<file path="config.mk">
export PLATFORM = sky130hd
export DESIGN_NAME = rv32_fetch_stage_flat
export DESIGN_NICKNAME = d
export VERILOG_FILES = /design/src/rtl/rv32_fetch_stage_pkg.sv /design/src/rtl/rv32_fetch_stage_if.sv /design/src/rtl/rv32_fetch_stage_fifo.sv /design/src/rtl/rv32_fetch_stage.sv /design/src/flat_wrapper.sv
export SDC_FILE = /design/constraint.sdc
export NUM_CORES = 1
export LEC_CHECK = 0
export CAP_MARGIN = 20
export CORE_MARGIN = 3
export CORE_UTILIZATION = 55
export DETAILED_ROUTE_END_ITERATION = 6
export PLACE_DENSITY = 0.81
export SKIP_LAST_GASP = 1
export SLEW_MARGIN = 20
export SYNTH_ARGS = -nofsm -noshare
export SYNTH_HDL_FRONTEND = slang
export SYNTH_SLANG_ARGS = --single-unit
</file>
<file path="constraint.sdc">
create_clock -name clk -period 17.1 [get_ports clk]
set_input_delay 4.275 -clock clk [delete_from_list [all_inputs] [get_ports clk]]
set_output_delay 4.275 -clock clk [all_outputs]
set_load 0.005 [all_outputs]
</file>
<file path="src/rtl/rv32_fetch_stage_pkg.sv">
// Shared fetch-stage types: PC/instruction words, the fetch->decode record and
// the canonical bubble contents.
package rv32_fetch_stage_pkg;

  typedef logic [31:0] rv_pc_t;
  typedef logic [31:0] rv_instr_t;

  localparam rv_instr_t NOP_INSTR = 32'h0000_0013;

  typedef struct packed {
    logic      valid;
    rv_pc_t    pc;
    rv_instr_t instr;
  } fetch_decode_buffer_t;

  function automatic fetch_decode_buffer_t fd_bubble();
    fetch_decode_buffer_t b;
    b.valid = 1'b0;
    b.pc    = '0;
    b.instr = NOP_INSTR;
    return b;
  endfunction

  function automatic rv_pc_t align_pc(input rv_pc_t p);
    return p & ~32'h3;
  endfunction

endpackage

</file>
<file path="src/rtl/rv32_fetch_stage_if.sv">
// Instruction-memory request/response bus between the fetch stage (master)
// and the instruction memory (slave).
interface rv32_fetch_stage_if;
  logic        imem_req;
  logic [31:0] imem_addr;
  logic        imem_gnt;
  logic        imem_rvalid;
  logic [31:0] imem_rdata;

  modport master (output imem_req, imem_addr, input imem_gnt, imem_rvalid, imem_rdata);
  modport slave  (input imem_req, imem_addr, output imem_gnt, imem_rvalid, imem_rdata);
endinterface

</file>
<file path="src/rtl/rv32_fetch_stage_fifo.sv">
// Small circular buffer with push/pop/flush; used both for the fetched-instruction
// buffer and for the queue of PCs whose responses are still outstanding.
module rv32_fetch_stage_fifo #(
  parameter int WIDTH = 64,
  parameter int DEPTH = 2
) (
  input  logic                       clk,
  input  logic                       rst,
  input  logic                       flush,
  input  logic                       push,
  input  logic [WIDTH-1:0]           wdata,
  input  logic                       pop,
  output logic [WIDTH-1:0]           rdata,
  output logic [$clog2(DEPTH):0]     count,
  output logic                       empty,
  output logic                       full
);
  localparam int AW = $clog2(DEPTH);
  localparam int CW = AW + 1;

  logic [WIDTH-1:0] mem [DEPTH];
  logic [AW-1:0]    wr_ptr, rd_ptr;
  logic [CW-1:0]    cnt;
  logic             do_push, do_pop;

  assign empty   = (cnt == '0);
  assign full    = (cnt == CW'(DEPTH));
  assign count   = cnt;
  assign rdata   = mem[rd_ptr];
  assign do_push = push & ~full;
  assign do_pop  = pop & ~empty;

  always_ff @(posedge clk) begin
    if (rst || flush) begin
      wr_ptr <= '0;
      rd_ptr <= '0;
      cnt    <= '0;
    end else begin
      if (do_push) wr_ptr <= wr_ptr + AW'(1);
      if (do_pop)  rd_ptr <= rd_ptr + AW'(1);
      cnt <= cnt + CW'(do_push) - CW'(do_pop);
    end
  end

  // Storage carries no reset; validity is tracked by the pointers alone.
  always_ff @(posedge clk) begin
    if (do_push) mem[wr_ptr] <= wdata;
  end

endmodule

</file>
<file path="src/rtl/rv32_fetch_stage.sv">
// IF stage: owns the PC, issues credit-limited in-order imem requests, drops
// responses made stale by redirects and feeds the registered fetch->decode buffer.
module rv32_fetch_stage
  import rv32_fetch_stage_pkg::*;
#(
  parameter rv_pc_t RESET_PC   = 32'h0000_0000,
  parameter int     FIFO_DEPTH = 2
) (
  input  logic                   clk,
  input  logic                   rst,
  input  logic                   stall,
  input  logic                   redirect_valid,
  input  rv_pc_t                 redirect_pc,
  rv32_fetch_stage_if.master     imem,
  output fetch_decode_buffer_t   fetch_decode_buff
);
  localparam int CW = $clog2(FIFO_DEPTH) + 1;

  rv_pc_t               pc_p0;
  fetch_decode_buffer_t fd_p1;
  logic [CW-1:0]        drop_cnt, in_flight, fifo_count;
  logic                 req, grant, rsp, drop, keep, take, bypass;
  logic                 fifo_push, fifo_pop, fifo_empty, fifo_full, pcq_empty, pcq_full;
  rv_pc_t               pcq_head;
  logic [63:0]          fifo_head;

  // A request needs a guaranteed landing slot: outstanding + buffered must stay below depth.
  assign req = ~rst & ~redirect_valid & ~pcq_full & ~fifo_full &
               (({1'b0, in_flight} + {1'b0, fifo_count}) < (CW+1)'(FIFO_DEPTH));
  assign grant = req & imem.imem_gnt;
  assign rsp   = imem.imem_rvalid & ~pcq_empty;
  assign drop  = rsp & (drop_cnt != '0);
  assign keep  = rsp & (drop_cnt == '0);

  assign take      = ~stall & ~redirect_valid;
  assign bypass    = take & fifo_empty & keep;
  assign fifo_pop  = take & ~fifo_empty;
  assign fifo_push = keep & ~redirect_valid & ~bypass;

  assign imem.imem_req   = req;
  assign imem.imem_addr  = pc_p0;
  assign fetch_decode_buff = fd_p1;

  // PC queue count doubles as the in-flight counter; it survives redirects so drops stay aligned.
  rv32_fetch_stage_fifo #(.WIDTH(32), .DEPTH(FIFO_DEPTH)) u_pcq (
    .clk   (clk),
    .rst   (rst),
    .flush (1'b0),
    .push  (grant),
    .wdata (pc_p0),
    .pop   (rsp),
    .rdata (pcq_head),
    .count (in_flight),
    .empty (pcq_empty),
    .full  (pcq_full)
  );

  rv32_fetch_stage_fifo #(.WIDTH(64), .DEPTH(FIFO_DEPTH)) u_buf (
    .clk   (clk),
    .rst   (rst),
    .flush (redirect_valid),
    .push  (fifo_push),
    .wdata ({pcq_head, imem.imem_rdata}),
    .pop   (fifo_pop),
    .rdata (fifo_head),
    .count (fifo_count),
    .empty (fifo_empty),
    .full  (fifo_full)
  );

  // p0: PC and drop bookkeeping
  always_ff @(posedge clk) begin
    if (rst) begin
      pc_p0    <= RESET_PC;
      drop_cnt <= '0;
    end else if (redirect_valid) begin
      pc_p0    <= align_pc(redirect_pc);
      drop_cnt <= in_flight - CW'(rsp);
    end else begin
      if (grant) pc_p0    <= pc_p0 + 32'd4;
      if (drop)  drop_cnt <= drop_cnt - CW'(1);
    end
  end

  // p1: fetch->decode register; an empty buffer lets a fresh response pass straight through
  always_ff @(posedge clk) begin
    if (rst || redirect_valid) begin
      fd_p1 <= fd_bubble();
    end else if (!stall) begin
      if (!fifo_empty)  fd_p1 <= {1'b1, fifo_head};
      else if (keep)    fd_p1 <= {1'b1, pcq_head, imem.imem_rdata};
      else              fd_p1 <= fd_bubble();
    end
  end

endmodule
</file>
<file path="src/flat_wrapper.sv">
// flat-port wrapper written by rule: the top's interface ports become plain ports
module rv32_fetch_stage_flat import rv32_fetch_stage_pkg::*;
#(
  parameter rv_pc_t RESET_PC   = 32'h0000_0000,
  parameter int     FIFO_DEPTH = 2
)
  (clk, rst, stall, redirect_valid, redirect_pc, fetch_decode_buff, imem_imem_req, imem_imem_addr, imem_imem_gnt, imem_imem_rvalid, imem_imem_rdata);
  rv32_fetch_stage_if imem_i ();
  input  logic clk;
  input  logic rst;
  input  logic stall;
  input  logic redirect_valid;
  input  rv_pc_t redirect_pc;
  output fetch_decode_buffer_t fetch_decode_buff;
  output wire logic [$bits(imem_i.imem_req)-1:0] imem_imem_req;
  output wire logic [$bits(imem_i.imem_addr)-1:0] imem_imem_addr;
  input wire logic [$bits(imem_i.imem_gnt)-1:0] imem_imem_gnt;
  input wire logic [$bits(imem_i.imem_rvalid)-1:0] imem_imem_rvalid;
  input wire logic [$bits(imem_i.imem_rdata)-1:0] imem_imem_rdata;
  assign imem_imem_req = imem_i.imem_req;
  assign imem_imem_addr = imem_i.imem_addr;
  assign imem_i.imem_gnt = imem_imem_gnt;
  assign imem_i.imem_rvalid = imem_imem_rvalid;
  assign imem_i.imem_rdata = imem_imem_rdata;
  rv32_fetch_stage #(.RESET_PC(RESET_PC), .FIFO_DEPTH(FIFO_DEPTH)) u_core (.clk(clk), .rst(rst), .stall(stall), .redirect_valid(redirect_valid), .redirect_pc(redirect_pc), .imem(imem_i), .fetch_decode_buff(fetch_decode_buff));
endmodule
</file>
==> results of run 1 <==
-- power breakdown --
| group | switching (uW) | total [uW] | internal, uW |
|---|---|---|---|
| Combinational | 116 | 216 | 99.7 |
| Sequential | 27.9 | 818 | 790 |
| Clock | 247 | 626 | 379 |
-- Yosys cell counts, drive strengths merged, types with 3 or more instances --
cell / count / area [um^2]
nor4: 6 / 97.59
a222oi: 59 / 590.6
or3: 5 / 31.28
clkbuf: 44 / 166.4
o211ai: 9 / 67.56
a21oi: 17 / 85.08
mux2i: 4 / 40.04
nand2b: 3 / 18.77
xor2: 5 / 43.79
or4: 4 / 30.03
o21ai: 9 / 45.04
ha: 6 / 75.07
nor3: 10 / 50.05
inv: 13 / 48.79
a31oi: 12 / 75.07
a32oi: 3 / 26.28
nand2: 38 / 145.1
nand4: 14 / 121.4
buf: 13 / 71.32
a211oi: 5 / 37.54
nor2: 91 / 346.6
xnor2: 9 / 78.83
and3: 3 / 18.77
nor2b: 5 / 31.28
and2: 5 / 31.28
nand3b: 4 / 30.03
nand3: 13 / 75.07
mux2: 92 / 1036
edfxtp: 184 / 5525
o21a: 4 / 30.03
dfxtp: 105 / 2102
-- layer usage --
| layer | vias to the layer above | share of wire | GRT usage |
|---|---|---|---|
| met5 | - | 0 | 0 |
| met4 | 0 | 0.019 | 0.05718 |
| met3 | 45 | 0.093 | 0.04331 |
| met2 | 378 | 0.47 | 0.3555 |
| met1 | 3725 | 0.42 | 0.3197 |
| li1 | 3473 | - | - |
-- worst paths after layout --
kind	to	cells after the start	slack (ns)
max	imem_imem_req	6	6.03
min	u_core.fetch_decode_buff[64]	2	0.49
max reg2reg	u_core.u_pcq.mem[0][31]	7	13.52
min reg2reg	u_core.fetch_decode_buff[64]	2	0.49
-- logic make-up after synthesis --
family | count (synthesis) | share of synthesized area
XOR/XNOR | 14 | 0.01077
AO/OA/AOI/OAI | 136 | 0.09817
buffers and inverters | 71 | 0.02550
AND/OR/NAND/NOR | 204 | 0.09223
multiplexers | 96 | 0.09454
adder cells (fa/ha/maj) | 7 | 0.008354
other | 1 | 0.0003295
flip-flops | 289 | 0.6701
-- layout make-up --
class	count	area, um^2	share of cell area
clock buffers	44	832.0	0.05879
clock inverters	8	120.1	0.008487
inverters	14	52.55	0.003713
multi-input cells	461	3498	0.2472
flip-flops and latches	289	7629	0.5390
well taps	265	331.6	0.02343
repair buffers	172	1689	0.1194
-- state kept, by name, indices dropped and copies added (netlist names), named ones only --
register                  cells
u_core.u_buf.mem            124
u_core.fetch_decode_buff     63
u_core.u_pcq.mem             60
u_core.imem.imem_addr        30
u_core.drop_cnt               2
u_core.u_buf.count            2
u_core.u_pcq.count            2
u_core.u_buf.rd_ptr           1
u_core.u_buf.wr_ptr           1
u_core.u_pcq.rd_ptr           1
u_core.u_pcq.wr_ptr           1
-- per-stage QoR --
stage               cell area (um^2)    util  setup slack (ns)  power (uW)  std cells
floorplan                      11390       -             5.843       961.9        821
global placement               13200  0.6630             6.065        1035       1201
detailed placement             13200  0.6630             6.070        1042       1201
CTS                            14150  0.7108             6.053        1669       1253
global route                   14150  0.7108             5.881        1721       1253
finish                         14150  0.7108             6.029        1659       1253
-- critical path, cell delays in order --
cell	delay [ns]
clkdlybuf4s50_1	0.40
buf_4	0.27
nor2_2	0.33
nand4_2	0.37
inv_1	0.53
clkdlybuf4s50_1	0.61
==> impl_metrics.py, run 1 <==
metrics = {
    "logic_synthesis": {
        "synthCells": 818,
        "async_flop_share": 0,
        "ys_ff_latch": 289,
        "synth-edff-count": 184,
        "yosysSeqAreaShare": 0.6701,
        "syn-cell-area_um2": 11380,
        "avgSynthCellArea_um2": 13.91,
        "synth-main-ff-cell": "edfxtp_1",
        "synth_cell_types": 60,
        "yosys_warnings": 0,
    },
    "timing": {
        "final.min_clock_period_ns": 11.07,
        "setup_viol": 0,
        "slew_headroom": 0.3532,
        "grt_setup_unrepaired": "false",
        "clock_skew_ns": 0.01220,
        "tightest_slew_ns": 0.9680,
        "timing.fmax_mhz": 90.33,
        "hold_violations": 0,
        "post-route-period-util": 0.6474,
        "hold_slack_ns": 0.4927,
        "setup-tns-final_ns": 0,
        "report.final.slew_viol_count": 0,
    },
    "cells_and_area": {
        "num-fill-cells": 1292,
        "final_cell_mix": "184 x edfxtp_1, 160 x clkdlybuf4s50_1, 104 x dfxtp_1",
        "fin_nets": 1043,
        "drive_above_1_share": 0.1711,
        "layout_commonest_cell": "edfxtp_1",
        "syn_to_final_growth_pct": 24.34,
        "antennaDiodeCount": 0,
    },
    "outcome": {
        "status": "complete, no violations",
    },
    "power": {
        "ir_drop_v": 0.00008821,
        "pwr_density_cell_nw_per_um2": 117.2,
        "p_leak_uw": 0.004639,
    },
    "global_route": {
        "first_global_vias": 7424,
        "grt_max_degree": 72,
        "antenna_found_initial": 0,
        "grt_pass1_wl_um": 40090,
        "overflow": 0,
        "grtUsageTotal": 0.2235,
    },
    "clock_tree": {
        "postCtsSetupRepairBufs": 0,
        "cts_buffer_depth": 3,
        "root_buffer": "clkbuf_16",
        "cts_tree": "yes",
        "ctsResizeCount": 0,
        "clk_latency_ns": 0.53,
        "clock_sinks": 289,
        "cts_max_level": 1,
        "clkTransAtPathRegs_ns": 0.06,
        "hold_buffers": 0,
        "numCtsBuffers": 28,
    },
    "floorplan": {
        "die_w_um": 149.9,
        "core_area_um2": 19910,
        "dieArea_um2": 22460,
        "dieHeight_um": 149.9,
        "pin_count": 168,
        "initial_core_util": 0.5717,
        "num_rows": 51,
    },
    "setup_path": {
        "rr_startpoint": "u_core.u_buf.count[0]",
        "crit_arrival_ns": 6.80,
        "cp.required_ns": 12.82,
        "cp_max_fo": 41,
        "cp-start-kind": "primary input",
        "critPathKind": "primary input to primary output",
        "startpoint": "rst",
        "critPathCaptureType": "primary output",
    },
    "hold_path": {
        "min_from": "u_core.fetch_decode_buff[64]",
        "hold_class": "register to register",
    },
    "route": {
        "vias": 7621,
        "drtPass1Iterations": 7,
        "post-route-drc-count": 0,
        "drt_iter0_drc": 804,
        "ant_nets": 0,
        "wl_per_cell_um": 20.54,
        "vias_per_cell": 6.082,
        "routed_wl_um": 25740,
    },
    "place": {
        "dp_hpwl_um": 15310,
        "gp_congestion": 0.8734,
        "portBuffers": 161,
    },
    "flow_run": {
        "maxCapViolCount": 0,
    },
}
(Power assumes the default switching activity.)
==> inputs of run 2 (changes only) <==
--- a/config.mk
+++ b/config.mk
@@ -7,9 +7,9 @@
 export LEC_CHECK = 0
 export CAP_MARGIN = 20
 export CORE_MARGIN = 3
-export CORE_UTILIZATION = 55
+export CORE_UTILIZATION = 54
 export DETAILED_ROUTE_END_ITERATION = 6
-export PLACE_DENSITY = 0.81
+export PLACE_DENSITY = 0.8
 export SKIP_LAST_GASP = 1
 export SLEW_MARGIN = 20
 export SYNTH_ARGS = -nofsm -noshare
==> constraint.sdc (replaced) <==
create_clock -name clk -period 11.2 [get_ports clk]
set_input_delay 2.8 -clock clk [delete_from_list [all_inputs] [get_ports clk]]
set_output_delay 2.8 -clock clk [all_outputs]
set_load 0.005 [all_outputs]
==> run 2 against run 1 <==
  * Combinational power grew 51%
  * Critical path depth did not move
  * Sequential share of layout area grew 0.095 points
  * Via count shrank 0.56%
  * Design area decreased by 0.18%
  * Clock power grew 48%
  * Critical path type unchanged
  * Critical endpoint unchanged
  * Largest power group unchanged
  * Highest routed layer unchanged
==> impl_metrics.py, run 2 (synthesized netlist as in run 1, its figures left out) <==
metrics = {
    "outcome": {
        "status": "complete, no violations",
    },
    "global_route": {
        "grtUsageMet2": 0.3554,
        "grtUsageMet3": 0.03860,
        "antenna_found_initial": 0,
        "grt_pass1_wl_um": 38990,
        "met1_usage": 0.2912,
        "grtUsageTotal": 0.2137,
        "grt_max_degree": 72,
        "first_global_vias": 7673,
        "overflow": 0,
        "grt-busiest-layer": "met2",
    },
    "floorplan": {
        "die_w_um": 151.2,
        "core_area_um2": 20490,
        "initial_core_util": 0.5554,
        "dieHeight_um": 151.2,
        "dieArea_um2": 22860,
        "pin_count": 168,
        "num_rows": 52,
    },
    "cells_and_area": {
        "num-fill-cells": 1443,
        "layout_commonest_cell": "edfxtp_1",
        "antennaDiodeCount": 0,
        "stdcell_area_um2": 14130,
        "largest_register_ffs": 124,
        "final_cell_mix": "184 x edfxtp_1, 160 x clkdlybuf4s50_1, 104 x dfxtp_1",
        "syn_to_final_growth_pct": 24.12,
        "drive_above_1_share": 0.1690,
        "fin_nets": 1043,
        "largest_register": "u_core.u_buf.mem",
    },
    "clock_tree": {
        "postCtsSetupRepairBufs": 0,
        "cts_buffer_depth": 3,
        "numCtsBuffers": 29,
        "cts_max_level": 1,
        "cts_tree": "yes",
        "clock_sinks": 289,
        "root_buffer": "clkbuf_16",
        "ctsResizeCount": 0,
        "clk_latency_ns": 0.52,
        "hold_buffers": 0,
        "clkTransAtPathRegs_ns": 0.06,
    },
    "place": {
        "gp_congestion": 0.8426,
        "portBuffers": 161,
        "dp_hpwl_um": 15070,
        "placed_area_um2": 13200,
    },
    "timing": {
        "clock_skew_ns": 0.01289,
        "final.min_clock_period_ns": 8.090,
        "grt_setup_unrepaired": "false",
        "setup-tns-final_ns": 0,
        "report.final.slew_viol_count": 0,
        "hold_violations": 0,
        "tightest_slew_ns": 0.9135,
        "post-route-period-util": 0.7223,
        "timing.fmax_mhz": 123.6,
        "slew_headroom": 0.3895,
        "setup_viol": 0,
    },
    "route": {
        "drtPass1Iterations": 6,
        "vias_per_cell": 6.024,
        "ant_nets": 0,
        "wl_per_cell_um": 19.89,
        "routed_wl_um": 25020,
        "vias": 7578,
        "drt_iter0_drc": 709,
        "post-route-drc-count": 0,
    },
    "hold_path": {
        "hold_class": "register to register",
    },
    "setup_path": {
        "cp_max_fo": 41,
        "cp-start-kind": "primary input",
        "cp.required_ns": 8.40,
        "critPathKind": "primary input to primary output",
        "crit_arrival_ns": 5.29,
        "critPathCaptureType": "primary output",
    },
    "flow_run": {
        "maxCapViolCount": 0,
    },
    "power": {
        "p_leak_uw": 0.004627,
        "pwr_density_cell_nw_per_um2": 177.0,
        "ir_drop_v": 0.0001196,
    },
}
==> run 2: changes by cell type in the layout (fill, tap and decap cells not counted) <==
cell        before  now
and3_1           3    2
clkinv_1         1    3
buf_4           11   10
clkinvlp_4       2    0
clkbuf_1        10   11
and3_2           0    1
inv_6            0    1
bufinv_16        3    2
==> run 2: worst paths after layout <==
kind,to,slack (ns),cells past startpoint,startpoint
setup / recovery,imem_imem_req,3.11,6,rst
hold / removal,u_core.fetch_decode_buff[64],0.50,2,u_core.fetch_decode_buff[64]
setup reg to reg,u_core.u_pcq.mem[0][3],7.61,7,u_core.u_buf.count[0]
hold reg to reg,u_core.fetch_decode_buff[64],0.50,2,u_core.fetch_decode_buff[64]
==> run 2: worst max-delay path, cell delays in order <==
cell,delay (ns)
clkdlybuf4s50_1,0.40
buf_4,0.26
nor2_2,0.29
nand4_2,0.40
inv_1,0.52
clkdlybuf4s50_1,0.61
==> run 2: metrics by stage <==
step / cells / worst slack (ns) / hold WS, ns / power [uW] / utilization
6_report: 1258 / 3.110 / 0.5003 / 2501 / 0.6893
2_1_floorplan: 821 / 1.418 / 0.4813 / 1469 / -
3_3_place_gp: 1205 / 3.138 / 0.4770 / 1580 / 0.6441
5_1_grt: 1258 / 2.981 / 0.5420 / 2594 / 0.6893
3_5_place_dp: 1205 / 3.152 / 0.4916 / 1592 / 0.6441
4_1_cts: 1258 / 3.138 / 0.5139 / 2516 / 0.6893
==> run 2: cell type report <==
cell class | instances | area, um^2 | area share
Tap cell | 270 | 337.8 | 0.02391
Clock inverter | 8 | 91.34 | 0.006465
Sequential cell | 289 | 7629 | 0.5400
Clock buffer | 45 | 835.8 | 0.05916
Inverter | 14 | 52.55 | 0.003720
Timing Repair Buffer | 171 | 1682 | 0.1190
Multi-Input combinational cell | 461 | 3500 | 0.2477
==> run 2: power by group <==
part | switching [uW] | leakage [uW] | internal [uW]
combinational | 175 | 0.00165 | 152
clock | 372 | 0.000454 | 557
sequential | 39.9 | 0.00253 | 1210
total | 587 | 0.00463 | 1910
==> run 2: per-layer routing <==
| metal | vias to the layer above | share of wire |
|---|---|---|
| met1 | 3701 | 0.42 |
| met4 | 0 | 0.015 |
| li1 | 3472 | - |
| met2 | 368 | 0.48 |
| met3 | 37 | 0.086 |
| met5 | - | 0 |
